$ cat src/rtl/fifo_rd_packer.sv
// Packs PACK_RATIO consecutive show-ahead FIFO words into one wide valid/ready beat; flush emits a partial beat.
// Optional idle auto-flush is enabled by defining PACKER_TIMEOUT_EN.
module fifo_rd_packer #(
    parameter int DATA_WIDTH     = 8,
    parameter int PACK_RATIO     = 4,
    parameter int TIMEOUT_CYCLES = 16
) (
    input  logic                             clock,
    input  logic                             reset,
    input  logic [DATA_WIDTH-1:0]            fifo_dataout,
    input  logic                             fifo_empty,
    output logic                             pop,
    input  logic                             flush,
    output logic [DATA_WIDTH*PACK_RATIO-1:0] out_data,
    output logic [$clog2(PACK_RATIO):0]      out_count,
    output logic                             out_valid,
    input  logic                             out_ready
);
    localparam int AW = $clog2(PACK_RATIO);
    localparam int CW = AW + 1;
    localparam logic [AW-1:0] LAST = AW'(PACK_RATIO - 1);
    localparam logic [0:0] S_FILL  = 1'b0;
    localparam logic [0:0] S_FLUSH = 1'b1;

    logic [PACK_RATIO-2:0][DATA_WIDTH-1:0] r_acc;
    logic [PACK_RATIO-2:0][DATA_WIDTH-1:0] w_partial;
    logic [AW-1:0]                         r_acc_cnt;
    logic [AW-1:0]                         w_acc_cnt_nxt;
    logic [0:0]                            r_state;
    logic [DATA_WIDTH*PACK_RATIO-1:0]      r_out_data;
    logic [CW-1:0]                         r_out_count;
    logic                                  r_out_valid;
    logic                                  w_slot_free;
    logic                                  w_last;
    logic                                  w_pop;
    logic                                  w_emit_partial;
    logic                                  w_flush_req;

    assign w_slot_free    = !r_out_valid || out_ready;
    assign w_last         = (r_acc_cnt == LAST);
    assign w_pop          = !reset && (r_state == S_FILL) && !fifo_empty && (!w_last || w_slot_free);
    assign w_emit_partial = (r_state == S_FLUSH) && w_slot_free;

    assign pop       = w_pop;
    assign out_data  = r_out_data;
    assign out_count = r_out_count;
    assign out_valid = r_out_valid;

    always_comb begin
        w_acc_cnt_nxt = r_acc_cnt;
        if (w_pop)
            w_acc_cnt_nxt = w_last ? '0 : r_acc_cnt + 1'b1;
        else if (w_emit_partial)
            w_acc_cnt_nxt = '0;
    end

    // Lanes beyond the fill count may hold stale words from an earlier beat.
    always_comb begin
        w_partial = '0;
        for (int i = 0; i < PACK_RATIO - 1; i++)
            if (AW'(i) < r_acc_cnt)
                w_partial[i] = r_acc[i];
    end

`ifdef PACKER_TIMEOUT_EN
    localparam int TW = $clog2(TIMEOUT_CYCLES + 1);
    logic [TW-1:0] r_idle;
    logic          w_timeout;

    assign w_timeout   = (r_idle == TW'(TIMEOUT_CYCLES));
    assign w_flush_req = flush || w_timeout;

    always_ff @(posedge clock) begin
        if (reset || r_acc_cnt == '0 || w_pop || w_timeout)
            r_idle <= '0;
        else
            r_idle <= r_idle + 1'b1;
    end
`else
    assign w_flush_req = flush;
`endif

    always_ff @(posedge clock) begin
        for (int i = 0; i < PACK_RATIO - 1; i++)
            if (w_pop && !w_last && r_acc_cnt == AW'(i))
                r_acc[i] <= fifo_dataout;
    end

    always_ff @(posedge clock) begin
        if (reset) begin
            r_acc_cnt   <= '0;
            r_state     <= S_FILL;
            r_out_valid <= 1'b0;
            r_out_data  <= '0;
            r_out_count <= '0;
        end else begin
            r_acc_cnt <= w_acc_cnt_nxt;
            // A flush landing on the completing pop finds the count back at zero and is dropped.
            case (r_state)
                S_FILL:  if (w_flush_req && w_acc_cnt_nxt != '0) r_state <= S_FLUSH;
                default: if (w_emit_partial) r_state <= S_FILL;
            endcase
            if (w_pop && w_last) begin
                r_out_data  <= {fifo_dataout, r_acc};
                r_out_count <= CW'(PACK_RATIO);
                r_out_valid <= 1'b1;
            end else if (w_emit_partial) begin
                r_out_data  <= {{DATA_WIDTH{1'b0}}, w_partial};
                r_out_count <= {1'b0, r_acc_cnt};
                r_out_valid <= 1'b1;
            end else if (out_ready) begin
                r_out_valid <= 1'b0;
            end
        end
    end
endmodule

$ cat config.mk
export PLATFORM = sky130hd
export DESIGN_NAME = fifo_rd_packer
export DESIGN_NICKNAME = d
export VERILOG_FILES = /design/src/rtl/fifo_rd_packer.sv
export SDC_FILE = /design/constraint.sdc
export NUM_CORES = 1
export LEC_CHECK = 0
export ABC_CLOCK_PERIOD_IN_PS = 2400
export CORE_ASPECT_RATIO = 1.4
export CORE_MARGIN = 5
export CORE_UTILIZATION = 48
export DETAILED_ROUTE_END_ITERATION = 6
export GPL_ROUTABILITY_DRIVEN = 0
export PLACE_DENSITY = 0.72
export SLEW_MARGIN = 20
export SYNTH_ARGS = -nofsm -noshare
export SYNTH_HDL_FRONTEND = slang
export SYNTH_SLANG_ARGS = --single-unit
$ cat constraint.sdc
create_clock -name clock -period 2.4 [get_ports clock]
set_clock_uncertainty 0.15 [all_clocks]
set_input_delay 0.48 -clock clock [delete_from_list [all_inputs] [get_ports clock]]
set_output_delay 0.48 -clock clock [all_outputs]
set_load 0.02 [all_outputs]
==> flow_metrics.py, run 1 <==
metrics = {
    "timing": {
        "fin_crit_sh_pct": 98.35,
        "timing.final.max_slew_violations": 0,
        "max_freq_ghz": 0.4237,
        "setup_ws_ns": 0.03960,
        "max-slew-margin-rel_pct": 65.89,
        "post-route-min-period_ns": 2.360,
        "finalHoldViolCount": 0,
        "hold_slack_ns": 0.3154,
        "rsz0062_at_grt": "false",
        "setup_viol": 0,
        "worst_pin_slew_ns": 0.5117,
    },
    "grt": {
        "grt_antenna_before_repair": 0,
        "gr-usage-all-layers_pct": 16.16,
        "grt_pass1_vias": 1687,
        "grt_first_pass_wirelength_mm": 8.066,
        "grt_overflow": 0,
        "grt_max_degree": 58,
    },
    "floorplan": {
        "start_util_pct": 49.41,
        "io-pin-count": 50,
        "die_h_um": 93.86,
        "rows": 30,
        "die-area_um2": 6561,
        "die_x_um": 69.90,
        "coreArea_um2": 4880,
    },
    "clocking": {
        "cts.sink_count": 63,
        "cts_max_level": 3,
        "cts_setup_buffers": 0,
        "cts_buffer_depth": 2,
        "clk_pin_slew_ns": 0.07,
        "clkLatencyLatePin_ns": 0.34,
        "cts_hold_buf": 0,
        "cts_tree": "done",
        "numCtsBuffers": 9,
        "root_buffer": "clkbuf_8",
    },
    "critical_path": {
        "crit_fanout": 2,
        "path_class": "in -> out",
        "slowest_delay_ns": 0.42,
        "crit_arrival_ns": 1.73,
        "critPathCaptureType": "output pin",
        "startpoint_type": "input port",
        "crit_required_ns": 1.77,
        "slowest_stage": "clkdlybuf4s50_1",
        "ff2ff_setup_slack_ns": 0.56,
        "cp_cell_sequence": "clkdlybuf4s50_1 -> or3_4 -> a21oi_4 -> clkdlybuf4s15_1",
    },
    "cells_and_area": {
        "num_antenna_cells": 0,
        "fillers": 413,
        "fin_nets": 292,
        "multi_input_area_um2": 777.0,
        "drive_gt1_share_pct": 11.83,
        "final_util_pct": 66.38,
        "finalNonFillerCells": 343,
        "regArea_um2": 1501,
        "syn_to_final_growth_pct": 34.35,
        "fin_area_um2": 3239,
    },
    "route": {
        "via_per_inst": 5.093,
        "drt-wirelength-per-cell_um": 14.75,
        "drc_errors": 0,
        "drt_wl_total_mm": 5.060,
        "drtIter0Drc": 108,
        "via_count": 1747,
        "ant_nets": 0,
        "drtPass1Iterations": 4,
    },
    "power": {
        "switchingPower_w": 0.0004821,
        "clkPwrFrac_pct": 42.3,
        "max-vdd-ir-drop_mv": 0.4039,
        "intPower_w": 0.001716,
        "pwr-share-comb_pct": 6.2,
        "p_sw_share_pct": 21.93,
        "seq_power_share_pct": 51.6,
        "p_leak_nw": 1.136,
        "p_per_area_nw_per_um2": 678.5,
    },
    "place": {
        "io_buffers": 49,
        "place_ws_ns": -0.2695,
        "dp_hpwl_mm": 3.560,
        "placedInstanceArea_um2": 3027,
        "dp.cells": 327,
    },
    "yosys": {
        "synth_cells": 215,
        "yosysTopAreaCell": "dfxtp_1",
        "ys_warn_count": 0,
        "syn_nets": 233,
        "synthArstFlopShare_pct": 0,
        "synth_top_area_share_pct": 32.38,
        "ys_seq_area_share_pct": 62.27,
        "yosysUniqueCellTypes": 28,
        "synthTopCellsByArea": "dfxtp_1 32%, edfxtp_1 30%, o32ai_1 5.8%",
        "synth_ff_type": "dfxtp_1",
        "syn-cell-area_um2": 2411,
        "synth_edf_count": 24,
        "synth_area_per_cell_um2": 11.21,
        "ys_ff_latch": 63,
    },
    "worst_hold_path": {
        "hold_path.class": "reg -> reg",
    },
    "outcome": {
        "status": "finished clean",
    },
    "job": {
        "cap_violations": 0,
    },
}
## synthesized netlist by cell type, types with 2 or more instances
cell type   n
inv_1      18
nand2_1    14
buf_4       2
nor2_1      2
o32ai_1    16
edfxtp_1   24
nand3b_1    3
ha_1        5
mux2i_1     3
nor3_1      3
nand3_1    17
nand2b_1   17
clkbuf_1    8
buf_2       4
dfxtp_1    39
a21oi_1    19
and2_1      3
o21ai_0     8
## stage by stage
step / total power, W / TNS, ns
finish: 0.002198 / 0
global route: 0.002274 / 0
CTS: 0.002220 / 0
detailed placement: 0.001294 / -4.335
global placement: 0.001292 / -1.925
floorplan: 0.001227 / 0
## path summary, 6_finish.rpt
path                start      endpoint  depth (start not counted)
max                 reset           pop                          4
min          out_data[27]  out_data[27]                          2
max reg2reg       r_state      r_acc[6]                          3
min reg2reg  out_data[27]  out_data[27]                          2
## flip-flops by register name, indices dropped and copies added (netlist names)
| signal | cells |
|---|---|
| out_data | 32 |
| r_acc | 24 |
| r_acc_cnt | 2 |
| out_valid | 1 |
| out_count | 3 |
| r_state | 1 |
## cell type report
type                            count  share of cell area [%]
Multi-Input combinational cell    120                   23.99
Tap cell                           64                   2.472
Clock buffer                       13                   5.910
Inverter                           18                   2.086
Sequential cell                    63                   46.35
Clock inverter                      3                  0.6566
Timing Repair Buffer               62                   18.54
## layer usage
| metal | global-route usage, % | up-vias | share of wire [%] |
|---|---|---|---|
| li1 | - | 876 | - |
| met1 | 17.38 | 822 | 41 |
| met2 | 28.08 | 44 | 52 |
| met3 | 5.460 | 5 | 5.4 |
| met4 | 8.147 | 0 | 1.6 |
| met5 | 0 | - | 0 |
## power groups by stage
stage / Sequential, W / Clock (W) / Combinational, W
global placement: 0.00116 / 0 / 0.000135
global route: 0.00113 / 0.000992 / 0.000147
finish: 0.00113 / 0.000929 / 0.000135
floorplan: 0.00116 / 0 / 0.0000639
CTS: 0.00113 / 0.000950 / 0.000136
detailed placement: 0.00116 / 0 / 0.000137
## placed cells by master, fill, tap and decap left out, drive strengths merged, types with 13 or more instances in the layout
cell           synthesis  layout
nand2                 14      14
o32ai                 16      16
clkbuf                 8      13
edfxtp                24      24
dfxtp                 39      39
inv                   18      18
buf                    6      13
nand2b                17      17
a21oi                 20      20
clkdlybuf4s50          0      48
nand3                 17      17
## cell families (layout without fill, tap and decap cells)
kind of cell	count (synthesis)	in the layout	share of synthesized area, %
muxes	3	3	1.246
buffers and inverters	32	96	5.500
DFF	63	63	62.27
adders and majority gates	5	5	2.595
and+or+nand+nor	64	64	14.32
AOI/OAI and AO/OA	48	48	14.06
## worst max-delay path, delay by kind of cell
family | cells | cell delay, ns
AO/OA/AOI/OAI | 1 | 0.12
AND/OR/NAND/NOR | 1 | 0.39
buffers and inverters | 2 | 0.73
## timing repair
| item | 4_1_cts | 5_1_grt |
|---|---|---|
| resized for setup | 1 | 1 |
| endpoints found under the setup margin | 1 | 1 |
| hold endpoints to repair | 0 | 0 |
Power figures use the tool's default switching activity.
==> inputs of run 2 (changes only) <==
--- a/config.mk
+++ b/config.mk
@@ -16,3 +16,4 @@
 export SYNTH_ARGS = -nofsm -noshare
 export SYNTH_HDL_FRONTEND = slang
 export SYNTH_SLANG_ARGS = --single-unit
+export TNS_END_PERCENT = 1
==> results of run 2 <==
The final DEF is identical to that of run 1; final timing and power are the same.
==> inputs of run 3 (changes only) <==
--- a/config.mk
+++ b/config.mk
@@ -5,13 +5,14 @@
 export SDC_FILE = /design/constraint.sdc
 export NUM_CORES = 1
 export LEC_CHECK = 0
-export ABC_CLOCK_PERIOD_IN_PS = 2400
+export ABC_CLOCK_PERIOD_IN_PS = 2090
 export CORE_ASPECT_RATIO = 1.4
 export CORE_MARGIN = 5
-export CORE_UTILIZATION = 48
+export CORE_UTILIZATION = 45
 export DETAILED_ROUTE_END_ITERATION = 6
 export GPL_ROUTABILITY_DRIVEN = 0
-export PLACE_DENSITY = 0.72
+export MAX_ROUTING_LAYER = met4
+export PLACE_DENSITY = 0.7
 export SLEW_MARGIN = 20
 export SYNTH_ARGS = -nofsm -noshare
 export SYNTH_HDL_FRONTEND = slang
==> constraint.sdc (replaced) <==
create_clock -name clock -period 2.09 [get_ports clock]
set_clock_uncertainty 0.15 [all_clocks]
set_input_delay 0.418 -clock clock [delete_from_list [all_inputs] [get_ports clock]]
set_output_delay 0.418 -clock clock [all_outputs]
set_load 0.02 [all_outputs]
==> run 3 against run 2 <==
Effect of this change: sequential power grew 15%; via count grew 1.6%; global-route usage shrank 0.31 points; cell count grew 2.9%; flip-flop and latch count is the same; register-to-register slack lost 0.17 ns; core utilization shrank 3.6 points; highest routed layer unchanged; power grew 5.3%; critical path depth is the same; sequential share of layout area shrank 0.34 points.
==> flow_metrics.py, run 3 (synthesis results as in run 1) <==
metrics = {
    "power": {
        "p_leak_nw": 1.154,
        "intPower_w": 0.001802,
        "switchingPower_w": 0.0005126,
        "p_per_area_nw_per_um2": 709.2,
        "seq_power_share_pct": 56.2,
        "max-vdd-ir-drop_mv": 0.5377,
        "pwr-share-comb_pct": 7.2,
        "p_sw_share_pct": 22.15,
        "clkPwrFrac_pct": 36.5,
    },
    "timing": {
        "worst_pin_slew_ns": 0.3361,
        "timing.final.max_slew_violations": 0,
        "max-slew-margin-rel_pct": 77.59,
        "max_freq_ghz": 0.4810,
        "post-route-min-period_ns": 2.079,
        "hold_slack_ns": 0.3139,
        "fin_crit_sh_pct": 99.47,
        "setup_viol": 0,
        "finalHoldViolCount": 0,
        "setup-tns-final_ns": 0,
        "rsz0062_at_grt": "true",
    },
    "route": {
        "drt-wirelength-per-cell_um": 14.39,
        "via_count": 1775,
        "maxUsedRoutingLayer": "met4",
        "drc_errors": 0,
        "route.met3.wl_um": 202,
        "drtIter0Drc": 131,
        "drt_wl_total_mm": 5.078,
        "drt-met1-wl_mm": 2.085,
        "via_per_inst": 5.028,
        "ant_nets": 0,
        "drtPass1Iterations": 4,
        "wl_met2_mm": 2.625,
    },
    "floorplan": {
        "die_h_um": 96.61,
        "rows": 31,
        "io-pin-count": 50,
        "die_x_um": 71.87,
        "coreArea_um2": 5197,
        "die-area_um2": 6943,
        "start_util_pct": 46.39,
    },
    "critical_path": {
        "r2r-end": "r_acc[22]",
        "crit_arrival_ns": 1.51,
        "cp_cell_sequence": "clkdlybuf4s50_1 -> or3_4 -> a21oi_4 -> buf_6",
        "ff2ff_setup_slack_ns": 0.39,
        "critPathCaptureType": "output pin",
        "r2r.worst_path.cells": 4,
        "crit_required_ns": 1.52,
        "path_class": "in -> out",
        "crit_fanout": 2,
        "reg2reg_from": "r_state",
        "startpoint_type": "input port",
        "slowest_stage": "clkdlybuf4s50_1",
        "slowest_delay_ns": 0.43,
    },
    "clocking": {
        "cts_hold_buf": 0,
        "root_buffer": "clkbuf_8",
        "cts.sink_count": 63,
        "clk_pin_slew_ns": 0.06,
        "numCtsBuffers": 9,
        "cts_max_level": 3,
        "cts_setup_buffers": 0,
        "cts_buffer_depth": 2,
        "clkLatencyLatePin_ns": 0.33,
        "cts_tree": "done",
        "post_cts_resized": 7,
    },
    "grt": {
        "grt_overflow": 0,
        "grt_max_degree": 58,
        "grt_first_pass_wirelength_mm": 8.169,
        "grt_antenna_before_repair": 0,
        "gr-usage-all-layers_pct": 15.84,
        "grt_pass1_vias": 1759,
    },
    "place": {
        "placedInstanceArea_um2": 3102,
        "dp_hpwl_mm": 3.655,
        "dp.cells": 337,
        "io_buffers": 49,
    },
    "cells_and_area": {
        "largest_reg_flops": 32,
        "drive_gt1_share_pct": 13.59,
        "finalNonFillerCells": 353,
        "num_antenna_cells": 0,
        "fin_area_um2": 3263,
        "syn_to_final_growth_pct": 35.34,
        "final_cell_mix": "48 x clkdlybuf4s50_1, 39 x dfxtp_1, 24 x edfxtp_1",
        "fin_nets": 300,
        "final_common_cell": "clkdlybuf4s50_1",
    },
    "worst_hold_path": {
        "hold_depth": 2,
        "hold_path.class": "reg -> reg",
        "hp-start": "out_data[13]",
        "hold_path_end": "out_data[13]",
    },
    "job": {
        "cap_violations": 0,
    },
    "outcome": {
        "status": "finished clean",
    },
}
[run 3: power by group through the flow]
| stage | Clock [W] | Sequential, W | Combinational [W] |
|---|---|---|---|
| global route | 0.000916 | 0.00130 | 0.000182 |
| floorplan | 0 | 0.00134 | 0.0000734 |
| finish | 0.000845 | 0.00130 | 0.000168 |
| detailed placement | 0 | 0.00133 | 0.000167 |
| CTS | 0.000866 | 0.00130 | 0.000169 |
| global placement | 0 | 0.00133 | 0.000165 |
[run 3: layout make-up]
class	instances	area, um^2
Timing Repair Buffer	70	680.7
Inverter	18	67.56
Fill cell	442	1934
Clock inverter	2	10.01
Sequential cell	63	1501
Multi-Input combinational cell	120	778.2
Tap cell	66	82.58
Clock buffer	14	142.6
[run 3: worst max path at each step]
stage	startpoint	endpoint	slack, ns	depth (start not counted)
2_1_floorplan	reset	r_acc[0]	0.37	3
3_3_place_gp	fifo_empty	pop	-0.45	4
3_5_place_dp	reset	pop	-0.46	4
4_1_cts	reset	pop	-0.007	4
5_1_grt	reset	out_data[9]	-0.02	7
6_report	reset	pop	0.01	4
[run 3: worst max-delay path: cells and delay by family]
family / cells / cell delay (ns)
simple gates: 1 / 0.39
compound gates: 1 / 0.14
buf+inv: 2 / 0.56
[run 3: routing by layer]
metal / GRT usage [%] / vias to the layer above
li1: - / 894
met1: 17.31 / 826
met2: 25.57 / 44
met3: 3.631 / 11
met4: 9.841 / 0
met5: - / -
[run 3: stage by stage]
stage	setup WS [ns]	utilization (%)	power, W
2_1_floorplan	0.3744	-	0.001409
3_3_place_gp	-0.4487	59.68	0.001493
3_5_place_dp	-0.4555	59.68	0.001496
4_1_cts	-0.006623	62.71	0.002336
5_1_grt	-0.01924	62.78	0.002400
6_report	0.01111	62.78	0.002314
